[config.mk]
export PLATFORM = sky130hd
export DESIGN_NAME = mux2_rr_arbiter
export DESIGN_NICKNAME = d
export VERILOG_FILES = /design/src/rtl/mux2_arb_pkg.sv /design/src/rtl/mux2_arb_hold_cnt.sv /design/src/rtl/mux2_rr_arbiter.sv
export SDC_FILE = /design/constraint.sdc
export NUM_CORES = 1
export LEC_CHECK = 0
export ABC_AREA = 1
export BUFFER_PORTS_ARGS = -buffer_cell sky130_fd_sc_hd__buf_2
export CAP_MARGIN = 20
export CORE_MARGIN = 3
export CORE_UTILIZATION = 45
export CTS_BUF_LIST = sky130_fd_sc_hd__clkbuf_4 sky130_fd_sc_hd__clkbuf_8 sky130_fd_sc_hd__clkbuf_16
export DETAILED_ROUTE_END_ITERATION = 16
export PLACE_DENSITY = 0.71
export RECOVER_POWER = 100
export SYNTH_ARGS = -nofsm -noshare
export SYNTH_HDL_FRONTEND = slang
export SYNTH_SLANG_ARGS = --single-unit
[constraint.sdc]
create_clock -name CLK -period 2.4 [get_ports CLK]
set_clock_uncertainty 0.2 [all_clocks]
set_input_delay 0.48 -clock CLK [delete_from_list [all_inputs] [get_ports CLK]]
set_output_delay 0.48 -clock CLK [all_outputs]
set_load 0.02 [all_outputs]
[src/rtl/mux2_arb_pkg.sv]
// ------------------------------------------------------------------
// mux2_arb_pkg: state encoding and select constants for mux2_rr_arbiter
// Rev 1.0
// ------------------------------------------------------------------
`default_nettype none

package mux2_arb_pkg;

   typedef enum logic [1:0] {
      IDLE  = 2'b00,
      OWN_A = 2'b01,
      OWN_B = 2'b10,
      GAP   = 2'b11
   } arb_state_t;

   localparam logic SEL_A = 1'b0;
   localparam logic SEL_B = 1'b1;

endpackage

`default_nettype wire

[src/rtl/mux2_arb_hold_cnt.sv]
// ------------------------------------------------------------------
// mux2_arb_hold_cnt: saturating 8-bit grant-hold counter, flags HOLD-1
// Rev 1.0
// ------------------------------------------------------------------
`default_nettype none

module mux2_arb_hold_cnt #(
   parameter int HOLD = 4
) (
   input  logic clk,
   input  logic rst_l,
   input  logic clr,
   input  logic inc,
   output logic at_limit
);

   localparam logic [7:0] LIMIT = 8'(HOLD - 1);

   logic [7:0] cnt;

   always_ff @(posedge clk) begin
      if (!rst_l) begin
         cnt <= 8'd0;
      end else if (clr) begin
         cnt <= 8'd0;
      end else if (inc && !at_limit) begin
         cnt <= cnt + 8'd1;
      end
   end

   assign at_limit = (cnt == LIMIT);

endmodule

`default_nettype wire

[src/rtl/mux2_rr_arbiter.sv]
// ------------------------------------------------------------------
// mux2_rr_arbiter: round-robin owner FSM driving SEL/EN_L of a 2:1 gated mux;
// define MUX2_ARB_GAP_EN to insert a dead cycle on every handover. Rev 1.0
// ------------------------------------------------------------------
`default_nettype none

module mux2_rr_arbiter
   import mux2_arb_pkg::*;
#(
   parameter int HOLD = 4
) (
   input  logic CLK,
   input  logic RST_L,
   input  logic REQ_A,
   input  logic REQ_B,
   output logic SEL,
   output logic EN_L,
   output logic GNT_A,
   output logic GNT_B
);

`ifdef MUX2_ARB_GAP_EN
   localparam arb_state_t HAND_TO_A = GAP;
   localparam arb_state_t HAND_TO_B = GAP;
`else
   localparam arb_state_t HAND_TO_A = OWN_A;
   localparam arb_state_t HAND_TO_B = OWN_B;
`endif

   arb_state_t state, state_nxt;
   logic       last, last_nxt;
   logic       sel_q, en_l_q, gnt_a_q, gnt_b_q;
   logic       sel_nxt, en_l_nxt, gnt_a_nxt, gnt_b_nxt;
   logic       owning_nxt, cnt_clr, cnt_inc, at_limit;

   mux2_arb_hold_cnt #(
      .HOLD (HOLD)
   ) u_hold_cnt (
      .clk      (CLK),
      .rst_l    (RST_L),
      .clr      (cnt_clr),
      .inc      (cnt_inc),
      .at_limit (at_limit)
   );

   // State and output registers; outputs are pre-decoded from state_nxt
   always_ff @(posedge CLK) begin
      if (!RST_L) begin
         state   <= IDLE;
         last    <= 1'b1;
         sel_q   <= SEL_A;
         en_l_q  <= 1'b1;
         gnt_a_q <= 1'b0;
         gnt_b_q <= 1'b0;
      end else begin
         state   <= state_nxt;
         last    <= last_nxt;
         sel_q   <= sel_nxt;
         en_l_q  <= en_l_nxt;
         gnt_a_q <= gnt_a_nxt;
         gnt_b_q <= gnt_b_nxt;
      end
   end

   always_comb begin
      state_nxt = state;
      case (state)
         IDLE: begin
            if (REQ_A && REQ_B) state_nxt = (last == SEL_B) ? OWN_A : OWN_B;
            else if (REQ_A)     state_nxt = OWN_A;
            else if (REQ_B)     state_nxt = OWN_B;
         end
         OWN_A: begin
            if (!REQ_A)                state_nxt = REQ_B ? HAND_TO_B : IDLE;
            else if (at_limit && REQ_B) state_nxt = HAND_TO_B;
         end
         OWN_B: begin
            if (!REQ_B)                state_nxt = REQ_A ? HAND_TO_A : IDLE;
            else if (at_limit && REQ_A) state_nxt = HAND_TO_A;
         end
         GAP: begin
            // Prefer whoever did not own before the gap
            if (last == SEL_A) begin
               if (REQ_B)      state_nxt = OWN_B;
               else if (REQ_A) state_nxt = OWN_A;
               else            state_nxt = IDLE;
            end else begin
               if (REQ_A)      state_nxt = OWN_A;
               else if (REQ_B) state_nxt = OWN_B;
               else            state_nxt = IDLE;
            end
         end
         default: state_nxt = IDLE;
      endcase
   end

   always_comb begin
      owning_nxt = (state_nxt == OWN_A) || (state_nxt == OWN_B);
      cnt_clr    = owning_nxt && (state_nxt != state);
      cnt_inc    = owning_nxt && (state_nxt == state);

      last_nxt = last;
      if (state_nxt == OWN_A) last_nxt = SEL_A;
      if (state_nxt == OWN_B) last_nxt = SEL_B;

      gnt_a_nxt = (state_nxt == OWN_A);
      gnt_b_nxt = (state_nxt == OWN_B);
      en_l_nxt  = !owning_nxt;
      sel_nxt   = sel_q;
      if (gnt_a_nxt) sel_nxt = SEL_A;
      if (gnt_b_nxt) sel_nxt = SEL_B;
   end

   assign SEL   = sel_q;
   assign EN_L  = en_l_q;
   assign GNT_A = gnt_a_q;
   assign GNT_B = gnt_b_q;

endmodule

`default_nettype wire

* Yosys cells after proc, flatten, opt, wreduce, memory -nomap -nowiden
Index checks and enable logic that the tools add are counted.
** Cells by class
- Add/subtract/negate cells :: 1
- Equal/unequal tests :: 8
- Mux-type cells :: 16
- Bitwise operators :: 1
- Reduce and logical (&&, ||, !) cells :: 13
** Operators with widths (number)
- 2-bit 2-to-1 mux :: 12
- 8-bit by 1-bit adder with 8-bit output, second input constant :: 1
- 8-bit by 2-bit == test with 1-bit output, second input constant :: 1
- 2-bit case mux with 4 select lines :: 1
- 2-bit == test, second input constant :: 3
- 1-bit logical AND :: 6
- 2-bit by 1-bit == test with 1-bit output, second input constant :: 2
- 2-bit OR reduction :: 2
- 1-bit 2-to-1 mux :: 3
- 2-bit == test :: 1
- 1-bit logical NOT :: 2
- 2-bit logical NOT :: 1
- 2-bit != test :: 1
- 2-bit nonzero test :: 1
- 1-bit logical OR :: 1
- 1-bit NOT :: 1
** Word-level totals
- Flip-flop bits (word level) :: 15
- Bits of input ports :: 4
- Output and inout bits :: 4
- Word-level logic and storage cells :: 46

* Depth between registers and ports, before layout
Gate-level depths: netlist of run 1.
- Word-level depth :: 9
- Depth in mapped cells :: 15

* Hierarchy
Synthesis of run 1 repeated with hierarchy kept, for this count alone.
** Unflattened totals
- Cell total of the unflattened synthesis :: 139
- Area, all modules :: 938.4 um2
** By module, submodules not included
- mux2_arb_hold_cnt :: instances 1, cells an instance 74, area an instance 494.2 um2, seq. area each 160.2 um2
- mux2_rr_arbiter :: instances 1, cells an instance 65, area an instance 444.2 um2, seq. area each 140.1 um2

* Worst setup path after synthesis of run 1
No wires, ideal clock.
- Path type :: flip-flop to flip-flop
- Start point :: register u_hold_cnt.cnt[0]
- End point :: register u_hold_cnt.cnt[6]
- Arrival time :: 2163 ps
- Setup slack :: -73 ps
- Stages on the path, launching flop included :: 15
- Buffers on the path :: 0
- Period minus slack after synthesis :: 2473 ps
- Path through :: dfxtp_1 ha_1 inv_1 nor2_2 nand3_1 nand2_1 nand2_1 nand2_1 nor2_1 ha_1 nor4_1 and2_1 nand4_1 nand2_1 nor2_1
** Between the ends
- Cells in the longest elaborated chain, start to end :: 9
** RTL lines
- start, declared :: RTL line mux2_arb_hold_cnt.sv:19 : logic [7:0] cnt;
- start signal, assigned :: RTL line mux2_arb_hold_cnt.sv:27 : cnt <= cnt + 8'd1;
- 8-bit by 2-bit == test with 1-bit output :: RTL line mux2_arb_hold_cnt.sv:31 : assign at_limit = (cnt == LIMIT);
- 1-bit logical AND (on tied branches) :: RTL line mux2_rr_arbiter.sv:79, mux2_rr_arbiter.sv:75
- 2-bit 2-to-1 mux (on tied branches) :: RTL line mux2_rr_arbiter.sv:79, mux2_rr_arbiter.sv:75
- 2-bit 2-to-1 mux (on tied branches) :: RTL line mux2_rr_arbiter.sv:78, mux2_rr_arbiter.sv:74
- 2-bit case mux with 4 select lines :: RTL line mux2_rr_arbiter.sv:67 : case (state)
- 2-bit by 1-bit == test with 1-bit output / 2-bit == test (equally long branches) :: RTL line mux2_rr_arbiter.sv:98 : owning_nxt = (state_nxt == OWN_A) || (state_nxt == OWN_B);
- 1-bit logical OR :: RTL line mux2_rr_arbiter.sv:98
- 1-bit logical AND (on tied branches) :: RTL line mux2_rr_arbiter.sv:99, mux2_rr_arbiter.sv:100
- 2-bit OR reduction (no source line) / 1-bit logical AND (equally long branches)
Several ways; a longest one is shown, not always the timed one.
A chain may end at the register's enable or synchronous reset.

* Worst setup path in the final report of run 1
Same ends and word-level chain as after synthesis.

==> results of run 1 <==
-- layout make-up --
cell class	count	area, µm²	area share
flip-flops and latches	15	301.5	0.2422
inverters	32	120.1	0.09648
clock inverters	1	7.507	0.006030
clock buffers	3	22.52	0.01809
repair buffers	28	187.7	0.1508
multi-input cells	95	574.3	0.4613
well taps	25	31.28	0.02513
-- cells in the mapped netlist (3+ instances only) --
| cell | n |
|---|---|
| nor2_2 | 3 |
| nand3_2 | 3 |
| nor2_1 | 20 |
| nand2_1 | 33 |
| nor3_1 | 3 |
| nand3_1 | 8 |
| inv_1 | 27 |
| nand4_1 | 10 |
| dfxtp_1 | 15 |
| ha_1 | 3 |
| inv_2 | 5 |
-- layout by cell type, fill, tap and decap left out, drive strengths merged --
cell      Yosys  layout
xor2          1       1
nor2         25      25
nand2        35      35
nand3        11      11
buf           1      24
inv          32      32
nand4        10      10
dfxtp        15      15
clkbuf        1       7
nor4          1       1
o21ai         2       2
and2          1       1
xnor2         1       1
nor3          3       3
o211ai        2       2
ha            3       3
clkinvlp      0       1
-- flip-flops by register name, summed over array words and instances, names as in the netlist --
signal,cells
GNT_A,1
EN_L,1
GNT_B,1
last,1
state,2
u_hold_cnt.cnt,8
SEL,1
-- cells by family (layout without fill, tap and decap cells) --
kind of cell,Yosys count,count (layout),synth area share
XOR/XNOR,2,2,0.01857
AO/OA/AOI/OAI,4,4,0.03183
adder cells (fa/ha/maj),3,3,0.03979
AND/OR/NAND/NOR,86,86,0.4377
buffers and inverters,34,64,0.1538
flip-flops,15,15,0.3183
-- routing by layer --
metal	vias up	global-route usage
met1	432	0.2261
met4	0	0.03930
met3	4	0.05158
met5	-	0
met2	21	0.2945
li1	507	-
-- worst max-delay path: stages, from the launching register on --
cell	delay, ns
dfxtp_2	0.33
ha_1	0.19
inv_2	0.08
nor2_4	0.04
nand3_2	0.09
nand2_2	0.07
nand2_2	0.09
nand2_2	0.07
nor2_4	0.14
ha_4	0.22
nor4_4	0.27
and2_4	0.20
nand4_1	0.09
nand2_1	0.10
nor2_1	0.04
-- metrics by stage --
step / setup WS (ns) / instances / TNS, ns
finish: 0.08832 / 199 / 0
global route: -0.05999 / 199 / -0.1542
CTS: -0.008907 / 190 / -0.02009
detailed placement: -0.1275 / 186 / -0.2188
global placement: -0.01652 / 186 / -0.01968
floorplan: 0.02926 / 144 / 0
-- power by group through the flow --
stage / registers [mW] / logic, mW / clock network [mW]
finish: 0.343 / 0.752 / 0.162
global route: 0.349 / 0.839 / 0.177
CTS: 0.340 / 0.613 / 0.167
detailed placement: 0.344 / 0.598 / 0
global placement: 0.344 / 0.586 / 0
floorplan: 0.370 / 0.379 / 0
-- repair_timing --
action / in CTS / in global routing
endpoints found under the setup margin: 2 / 10
pin swaps: 1 / 6
setup buffers: 0 / 9
gates resized for setup: 3 / 14
-- path summary, 6_finish.rpt --
check / start / to / slack (ns) / cells after the start
setup / recovery: u_hold_cnt.cnt[0]$_SDFFE_PP0P_ / u_hold_cnt.cnt[6]$_SDFFE_PP0P_ / 0.09 / 14
hold / removal: RST_L / EN_L$_SDFF_PN1_ / 0.19 / 2
setup reg to reg: u_hold_cnt.cnt[0]$_SDFFE_PP0P_ / u_hold_cnt.cnt[6]$_SDFFE_PP0P_ / 0.09 / 14
hold reg to reg: SEL$_SDFFE_PN0N_ / SEL$_SDFFE_PN0N_ / 0.30 / 2
==> impl_metrics.csv, run 1 <==
group,metric,value,unit
outcome,status,"completed",
critical_path,arrival,2.33,ns
floorplan,fp-row-count,15,
power_and_ir_drop,leakagePower,0.6273,nW
sta,hold_viol_final,0,
sta,setup_viol,0,
sta,relSlewSlack,0.6702,
power_and_ir_drop,comb_power_share,0.598,
final_layout,utilization,0.6700,
power_and_ir_drop,ir_drop,0.9037,mV
clock_tree,cts_sinks,15,
routing,drt_iter0_markers,18,
grt,first_global_vias,865,
critical_path,critPathRequiredTime,2.41,ns
clock_tree,clk_latency,0.30,ns
sta,fin_crit_sh,0.9632,
clock_tree,cts_buffers,3,
grt,antenna_found_initial,0,
floorplan,fp.dieW,51.79,µm
critical_path,start_kind,"flop",
placement,post-dp-hpwl,1472,µm
clock_tree,holdBufCountCts,0,
min_path,hold_class,"in2reg",
placement,gp_congestion,0.8181,
clock_tree,clkSlewWorstSetupHoldPaths,0.10,ns
clock_tree,clock_path_buffers,2,
routing,drc,0,
grt,grt_usage,0.1773,
synthesis,syn-num-nets,151,
routing,route.vias.total,964,
grt,grt_overflow,0,
power_and_ir_drop,power,1.256,mW
routing,wl,2200,µm
floorplan,dieArea,2682,µm²
synthesis,synth.avg_cell_area,6.551,µm²
critical_path,worst-path-max-fanout,3,
synthesis,synth_cell_type_count,22,
synthesis,synth-edff-count,0,
routing,wl_met3,103,µm
routing,final_antenna_net_count,0,
synthesis,synthesis.area,943.4,µm²
synthesis,yosys.area.top_type,"dfxtp_1",
grt,grt_max_degree,15,
sta,clock.fmax,0.4326,GHz
synthesis,ys_seq_area_frac,0.3183,
floorplan,ios,8,
sta,fin_crit,2.312,ns
routing,met1Wirelength,967,µm
final_layout,diodes,0,
floorplan,start_util,0.5077,
synthesis,synth_area_leaders,"dfxtp_1, nand2_1, inv_1, nor2_1, nand4_1",
critical_path,crit_path_end_kind,"flop",
power_and_ir_drop,pwr-share-seq,0.273,
routing,via_per_inst,4.844,
final_layout,drive_gt1_frac,0.3276,
synthesis,syn_inst,144,
grt,grt_pass1_wl,3663,µm
synthesis,yosys_warnings,0,
synthesis,ys_ff_latch,15,
sta,finalMaxSlewViolations,0,
final_layout,fillCellCount,154,
placement,portBuffers,7,
clock_tree,cts_tree,"yes",
critical_path,crit_type,"reg2reg",
synthesis,ys_async_sr_fraction,0,
routing,wl_per_cell,11.06,µm
run,maxCapViolations,0,
clock_tree,clk_root_buffer_cell,"clkbuf_4",
final_layout,fin_nets,182,
sta,hold_ws,0.1856,ns
clock_tree,htreeDepth,1,
placement,place_area,1081,µm²
sta,worstMarginPinSlew,0.4935,ns
floorplan,core_region_area,1858,µm²
routing,dr.pass1.iters,4,
synthesis,synth_flop_cell,"dfxtp_1",
synthesis,synth_top_area_share,0.3183,
routing,top_layer,"met4",
power_and_ir_drop,p_clk_frac,0.129,
final_layout,fin_area,1245,µm²
floorplan,die_h,51.79,µm
final_layout,syn_to_final_growth,31.96,%
power_and_ir_drop,p_per_area,1009,nW/µm²
routing,wl_met2,1084,µm
power_and_ir_drop,net-switching-power,548.8,µW
power_and_ir_drop,netSwitchingFraction,0.4369,
power_and_ir_drop,p_int,707.2,µW
Note: power is estimated with default switching activity, not from simulation.
==> run 2, diff against run 1 <==
--- a/config.mk
+++ b/config.mk
@@ -8,11 +8,11 @@
 export ABC_AREA = 1
 export BUFFER_PORTS_ARGS = -buffer_cell sky130_fd_sc_hd__buf_2
 export CAP_MARGIN = 20
-export CORE_MARGIN = 3
+export CORE_MARGIN = 5
 export CORE_UTILIZATION = 45
 export CTS_BUF_LIST = sky130_fd_sc_hd__clkbuf_4 sky130_fd_sc_hd__clkbuf_8 sky130_fd_sc_hd__clkbuf_16
 export DETAILED_ROUTE_END_ITERATION = 16
-export PLACE_DENSITY = 0.71
+export PLACE_DENSITY = 0.69
 export RECOVER_POWER = 100
 export SYNTH_ARGS = -nofsm -noshare
 export SYNTH_HDL_FRONTEND = slang
==> constraint.sdc (replaced) <==
create_clock -name CLK -period 2.8 [get_ports CLK]
set_clock_uncertainty 0.2 [all_clocks]
set_input_delay 0.56 -clock CLK [delete_from_list [all_inputs] [get_ports CLK]]
set_output_delay 0.56 -clock CLK [all_outputs]
set_load 0.02 [all_outputs]
==> run 2 against run 1 <==
Routed wire length decreased by 18%. Clock power decreased by 23%. Sequential share of layout area increased by 5.3 points. Sequential power decreased by 13%. Worst hold slack improved by 0.10 ns. Non-clock buffer count decreased by 20. Combinational power decreased by 46%. Register-to-register slack improved by 0.17 ns. Total power decreased by 34%. Cell count decreased by 9.0%. Critical endpoint unchanged.
==> impl_metrics.csv, run 2 (synthesis results as in run 1) <==
group,metric,value,unit
outcome,status,"completed",
clock_tree,clk_root_buffer_cell,"clkbuf_4",
grt,grt_pass1_wl,3360,µm
final_layout,final_common_cell,"nand2_1",
min_path,min_from,"RST_L",
critical_path,regToRegEndpoint,"u_hold_cnt.cnt[6]$_SDFFE_PP0P_",
clock_tree,clk_latency,0.28,ns
critical_path,crit_chain,"ha_1 -> inv_1 -> nor2_2 -> nand3_1 -> nand2_1 -> nor2_1 -> nor2_1 -> ha_1 -> nor4_2 -> and2_0 -> nand3_2 -> nand2_1 -> inv_1 -> nor2_1",
sta,relSlewSlack,0.6999,
placement,portBuffers,7,
floorplan,fp.dieW,55.79,µm
final_layout,fin_area,1018,µm²
final_layout,largest_reg_flops,8,
final_layout,final_cell_count_no_fill,181,
critical_path,reg2reg_slack,0.26,ns
routing,wl_per_cell,9.912,µm
routing,via_per_inst,4.751,
critical_path,start_kind,"flop",
floorplan,start_util,0.4760,
critical_path,slowest_delay,0.39,ns
run,maxCapViolations,0,
critical_path,cp_slowest_cell,"dfxtp_1",
sta,fin_crit,2.537,ns
critical_path,critPathTopFamily,"simple AND/OR/NAND/NOR gates",
critical_path,worst-path-max-fanout,6,
final_layout,fillCellCount,211,
clock_tree,postCtsSetupBuffers,0,
clock_tree,ctsResizeCount,0,
routing,route.vias.total,860,
routing,wl,1794,µm
critical_path,critPathRequiredTime,2.83,ns
sta,setup_viol,0,
sta,finalMaxSlewViolations,0,
grt,grt_overflow,0,
critical_path,arrival,2.57,ns
critical_path,crit_path_end_kind,"flop",
critical_path,rr_worst_depth,14,
final_layout,regMostFlops,"u_hold_cnt.cnt",
sta,fin_crit_sh,0.9060,
placement,place_area,994.7,µm²
sta,rsz0062_at_grt,"false",
power_and_ir_drop,p_per_area,810.5,nW/µm²
grt,antenna_found_initial,0,
final_layout,syn_to_final_growth,7.958,%
final_layout,drive_gt1_frac,0.1558,
clock_tree,htreeDepth,1,
grt,grt_max_degree,15,
clock_tree,cts_buffers,3,
final_layout,biggestRegsByFlops,"u_hold_cnt.cnt x8, state x2",
grt,first_global_vias,782,
placement,gp_congestion,0.8611,
final_layout,fin_nets,162,
min_path,worstHoldEndpoint,"EN_L$_SDFF_PN1_",
power_and_ir_drop,leakagePower,0.5037,nW
clock_tree,clock_path_buffers,2,
final_layout,utilization,0.5139,
placement,post-dp-hpwl,1399,µm
floorplan,dieArea,3112,µm²
critical_path,crit_type,"reg2reg",
sta,worstMarginPinSlew,0.4491,ns
floorplan,core_region_area,1982,µm²
grt,grt_usage,0.1320,
placement,place_ws,0.09847,ns
routing,dr.pass1.iters,4,
routing,drc,0,
placement,dp.cells,177,
routing,drt_iter0_markers,14,
sta,clock.fmax,0.3942,GHz
final_layout,diodes,0,
final_layout,final_cell_mix,"nand2_1, inv_1, nor2_1",
critical_path,r2r-start,"u_hold_cnt.cnt[0]$_SDFFE_PP0P_",
sta,hold_viol_final,0,
min_path,hold_class,"in2reg",
critical_path,cpMostUsedCell,"nor2_1",
min_path,worstHoldPathCells,2,
clock_tree,holdBufCountCts,0,
routing,final_antenna_net_count,0,
floorplan,die_h,55.79,µm
clock_tree,cts_tree,"yes",
critical_path,worst-path-buf-inv,2,
sta,setup_ws,0.2632,ns
power_and_ir_drop,ir_drop,0.3125,mV
clock_tree,clkSlewWorstSetupHoldPaths,0.09,ns
floorplan,fp-row-count,16,
sta,fin_setup_tns,0,ns
floorplan,ios,8,
clock_tree,cts_sinks,15,
run 2: changes by cell type in the layout (fill, tap and decap cells not counted), moves of 2 or more:
cell     before  now
buf_4        21    1
nand2_2       5    2
inv_1        25   27
inv_2         7    5
nor2_4        5    2
nand3_2       5    2
nor2_2        1    3
nand2_1      30   33
nand3_1       6    9
run 2: layout make-up:
cell class | count | area (µm²) | share of cell area
multi-input cells | 95 | 499.2 | 0.4902
flip-flops and latches | 15 | 300.3 | 0.2948
inverters | 32 | 120.1 | 0.1179
repair buffers | 8 | 37.54 | 0.03685
well taps | 27 | 33.78 | 0.03317
clock buffers | 3 | 22.52 | 0.02211
clock inverters | 1 | 5.005 | 0.004914
run 2: metal layers:
layer	part of all wire	GRT usage	routed length, µm
met1	0.50	0.1788	901
met2	0.44	0.2010	794
met5	0	0	0
met4	0.012	0.05208	22
met3	0.042	0.03016	75
run 2: worst max path at each step:
stage / startpoint / endpoint / slack, ns / depth (start not counted)
3_3_place_gp: REQ_A / u_hold_cnt.cnt[6]$_SDFFE_PP0P_ / 0.20 / 13
4_1_cts: u_hold_cnt.cnt[0]$_SDFFE_PP0P_ / u_hold_cnt.cnt[6]$_SDFFE_PP0P_ / 0.09 / 15
6_report: u_hold_cnt.cnt[0]$_SDFFE_PP0P_ / u_hold_cnt.cnt[6]$_SDFFE_PP0P_ / 0.26 / 14
5_1_grt: u_hold_cnt.cnt[0]$_SDFFE_PP0P_ / u_hold_cnt.cnt[6]$_SDFFE_PP0P_ / 0.02 / 15
2_1_floorplan: u_hold_cnt.cnt[0]$_SDFFE_PP0P_ / u_hold_cnt.cnt[6]$_SDFFE_PP0P_ / 0.33 / 14
3_5_place_dp: REQ_A / u_hold_cnt.cnt[6]$_SDFFE_PP0P_ / 0.1 / 14
run 2: through the flow:
| step | total power, mW | hold WS (ns) |
|---|---|---|
| after CTS | 0.8351 | 0.2816 |
| after detailed placement | 0.7076 | 0.2675 |
| after global routing | 0.9193 | 0.2746 |
| after global placement | 0.6976 | 0.2656 |
| final | 0.8255 | 0.2866 |
| after floorplan | 0.6392 | 0.2729 |
run 2: power by group:
| part | leakage, nW | internal, mW | switching, mW | total (mW) |
|---|---|---|---|---|
| sequential | 0.123 | 0.264 | 0.0330 | 0.297 |
| clock | 0.0177 | 0.0530 | 0.0725 | 0.125 |
| combinational | 0.363 | 0.127 | 0.276 | 0.403 |
| total | 0.504 | 0.444 | 0.381 | 0.825 |
==> run 3, diff against run 2 <==
--- a/config.mk
+++ b/config.mk
@@ -7,8 +7,8 @@
 export LEC_CHECK = 0
 export ABC_AREA = 1
 export BUFFER_PORTS_ARGS = -buffer_cell sky130_fd_sc_hd__buf_2
-export CAP_MARGIN = 20
-export CORE_MARGIN = 5
+export CAP_MARGIN = 0
+export CORE_MARGIN = 2
 export CORE_UTILIZATION = 45
 export CTS_BUF_LIST = sky130_fd_sc_hd__clkbuf_4 sky130_fd_sc_hd__clkbuf_8 sky130_fd_sc_hd__clkbuf_16
 export DETAILED_ROUTE_END_ITERATION = 16
==> run 3 against run 2 <==
Critical path type unchanged. Die area fell by 20%. Utilization rose by 1.0 points. Combinational power rose by 4%. Global-route usage rose by 2.9 points. Critical endpoint unchanged. Highest routed layer unchanged. Cell count did not move. Sequential share of layout area fell by 0.29 points. Final area rose by 0.98%. Worst hold slack got worse by 0.0088 ns. Register-to-register slack got worse by 0.13 ns. Non-clock buffer count did not move. Sequential power barely moved. Worst setup slack got worse by 0.13 ns.
==> impl_metrics.csv, run 3 (synthesis results as in run 1) <==
group,metric,value,unit
critical_path,rr_worst_depth,14,
critical_path,regToRegEndpoint,"u_hold_cnt.cnt[6]$_SDFFE_PP0P_",
routing,wl_per_cell,9.945,µm
clock_tree,clock_path_buffers,2,
grt,grt_overflow,0,
power_and_ir_drop,leakagePower,0.5083,nW
floorplan,ios,8,
floorplan,fp-row-count,16,
sta,relSlewSlack,0.6892,
critical_path,crit_type,"reg2reg",
power_and_ir_drop,p_per_area,819.7,nW/µm²
routing,via_per_inst,4.851,
final_layout,drive_gt1_frac,0.1688,
floorplan,start_util,0.4809,
routing,drt_iter0_markers,18,
final_layout,syn_to_final_growth,9.019,%
clock_tree,postCtsSetupBuffers,0,
min_path,worstHoldPathCells,2,
final_layout,largest_reg_flops,8,
placement,post-dp-hpwl,1353,µm
final_layout,utilization,0.5242,
critical_path,start_kind,"flop",
power_and_ir_drop,ir_drop,0.5510,mV
sta,fin_crit_sh,0.9529,
clock_tree,clk_root_buffer_cell,"clkbuf_4",
critical_path,reg2reg_slack,0.13,ns
final_layout,regMostFlops,"u_hold_cnt.cnt",
routing,drc,0,
final_layout,fin_nets,162,
clock_tree,clk_latency,0.29,ns
clock_tree,holdBufCountCts,0,
min_path,hold_class,"in2reg",
grt,grt_pass1_wl,3077,µm
critical_path,crit_end,"u_hold_cnt.cnt[6]$_SDFFE_PP0P_",
sta,fin_crit,2.668,ns
placement,portBuffers,7,
final_layout,final_common_cell,"nand2_1",
clock_tree,clkSlewWorstSetupHoldPaths,0.09,ns
floorplan,dieArea,2479,µm²
final_layout,final_cell_mix,"nand2_1, inv_1, nor2_1",
sta,hold_viol_final,0,
critical_path,arrival,2.67,ns
critical_path,crit_path_end_kind,"flop",
sta,worstMarginPinSlew,0.4651,ns
grt,grt_usage,0.1608,
routing,dr.pass1.iters,4,
final_layout,final_cell_count_no_fill,181,
clock_tree,cts_buffers,3,
run,maxCapViolations,0,
placement,gp_congestion,0.8129,
grt,first_global_vias,752,
placement,dp.cells,177,
clock_tree,ctsResizeCount,0,
final_layout,biggestRegsByFlops,"u_hold_cnt.cnt x8, state x2",
clock_tree,cts_tree,"yes",
floorplan,core_region_area,1962,µm²
routing,route.vias.total,878,
critical_path,critPathRequiredTime,2.80,ns
sta,rsz0062_at_grt,"true",
critical_path,r2r-start,"u_hold_cnt.cnt[0]$_SDFFE_PP0P_",
clock_tree,htreeDepth,1,
floorplan,fp.dieW,49.79,µm
grt,grt_max_degree,15,
clock_tree,cts_sinks,15,
routing,wl,1800,µm
outcome,status,"completed",
sta,clock.fmax,0.3748,GHz
floorplan,die_h,49.79,µm
routing,final_antenna_net_count,0,
critical_path,worst-path-max-fanout,4,
critical_path,critPathLaunch,"u_hold_cnt.cnt[0]$_SDFFE_PP0P_",
sta,finalMaxSlewViolations,0,
sta,setup_viol,0,
final_layout,diodes,0,
grt,antenna_found_initial,0,
run 3: cell types whose count changed in the layout (fill, tap and decap cells not counted):
cell     change
nand3_2      +1
nand3_1      -1
nor3_2       +1
nor3_1       -1
and2_0       -1
and2_1       +1
run 3: worst min path at each step:
stage,startpoint,end
global placement,SEL$_SDFFE_PN0N_,SEL$_SDFFE_PN0N_
global route,RST_L,EN_L$_SDFF_PN1_
floorplan,last$_SDFFE_PP1N_,last$_SDFFE_PP1N_
detailed placement,SEL$_SDFFE_PN0N_,SEL$_SDFFE_PN0N_
finish,RST_L,EN_L$_SDFF_PN1_
CTS,RST_L,EN_L$_SDFF_PN1_
run 3: per-stage QoR:
step	cell area [µm²]	total power [mW]	hold slack (ns)	setup TNS, ns	worst slack, ns
finish	1028	0.8430	0.2778	0	0.1319
global route	1028	0.9238	0.2671	-0.07235	-0.05672
CTS	1022	0.8472	0.2756	0	0.08323
detailed placement	994.7	0.7219	0.2666	0	0.07527
global placement	994.7	0.7102	0.2600	0	0.1381
floorplan	943.4	0.6392	0.2729	0	0.3270
run 3: worst max-delay path, cell delays in order (launching register included):
cell,delay [ns]
dfxtp_1,0.39
ha_1,0.17
inv_1,0.08
nor2_2,0.17
nand3_1,0.11
nand2_1,0.09
nand2_1,0.07
nand2_1,0.08
nor2_1,0.07
ha_1,0.32
nor4_2,0.37
and2_1,0.22
nand4_1,0.10
nand2_1,0.09
nor2_1,0.04
run 3: where the power goes:
group	internal (mW)	total, mW	switching, mW
logic	0.139	0.420	0.281
registers	0.264	0.297	0.0331
clock network	0.0532	0.126	0.0726
total	0.456	0.843	0.387
run 3: area by class of cell:
type | instances | area [µm²]
inverters | 32 | 120.1
well taps | 27 | 33.78
flip-flops and latches | 15 | 300.3
fillers | 225 | 933.4
clock buffers | 3 | 22.52
multi-input cells | 95 | 509.2
clock inverters | 1 | 5.005
repair buffers | 8 | 37.54
run 3: metal layers:
layer,global-route usage,wire length [µm],vias to the layer above
met5,0,0,-
met4,0.06944,36,0
met3,0.02727,53,5
met2,0.2800,904,13
met1,0.1925,805,392
li1,-,-,468
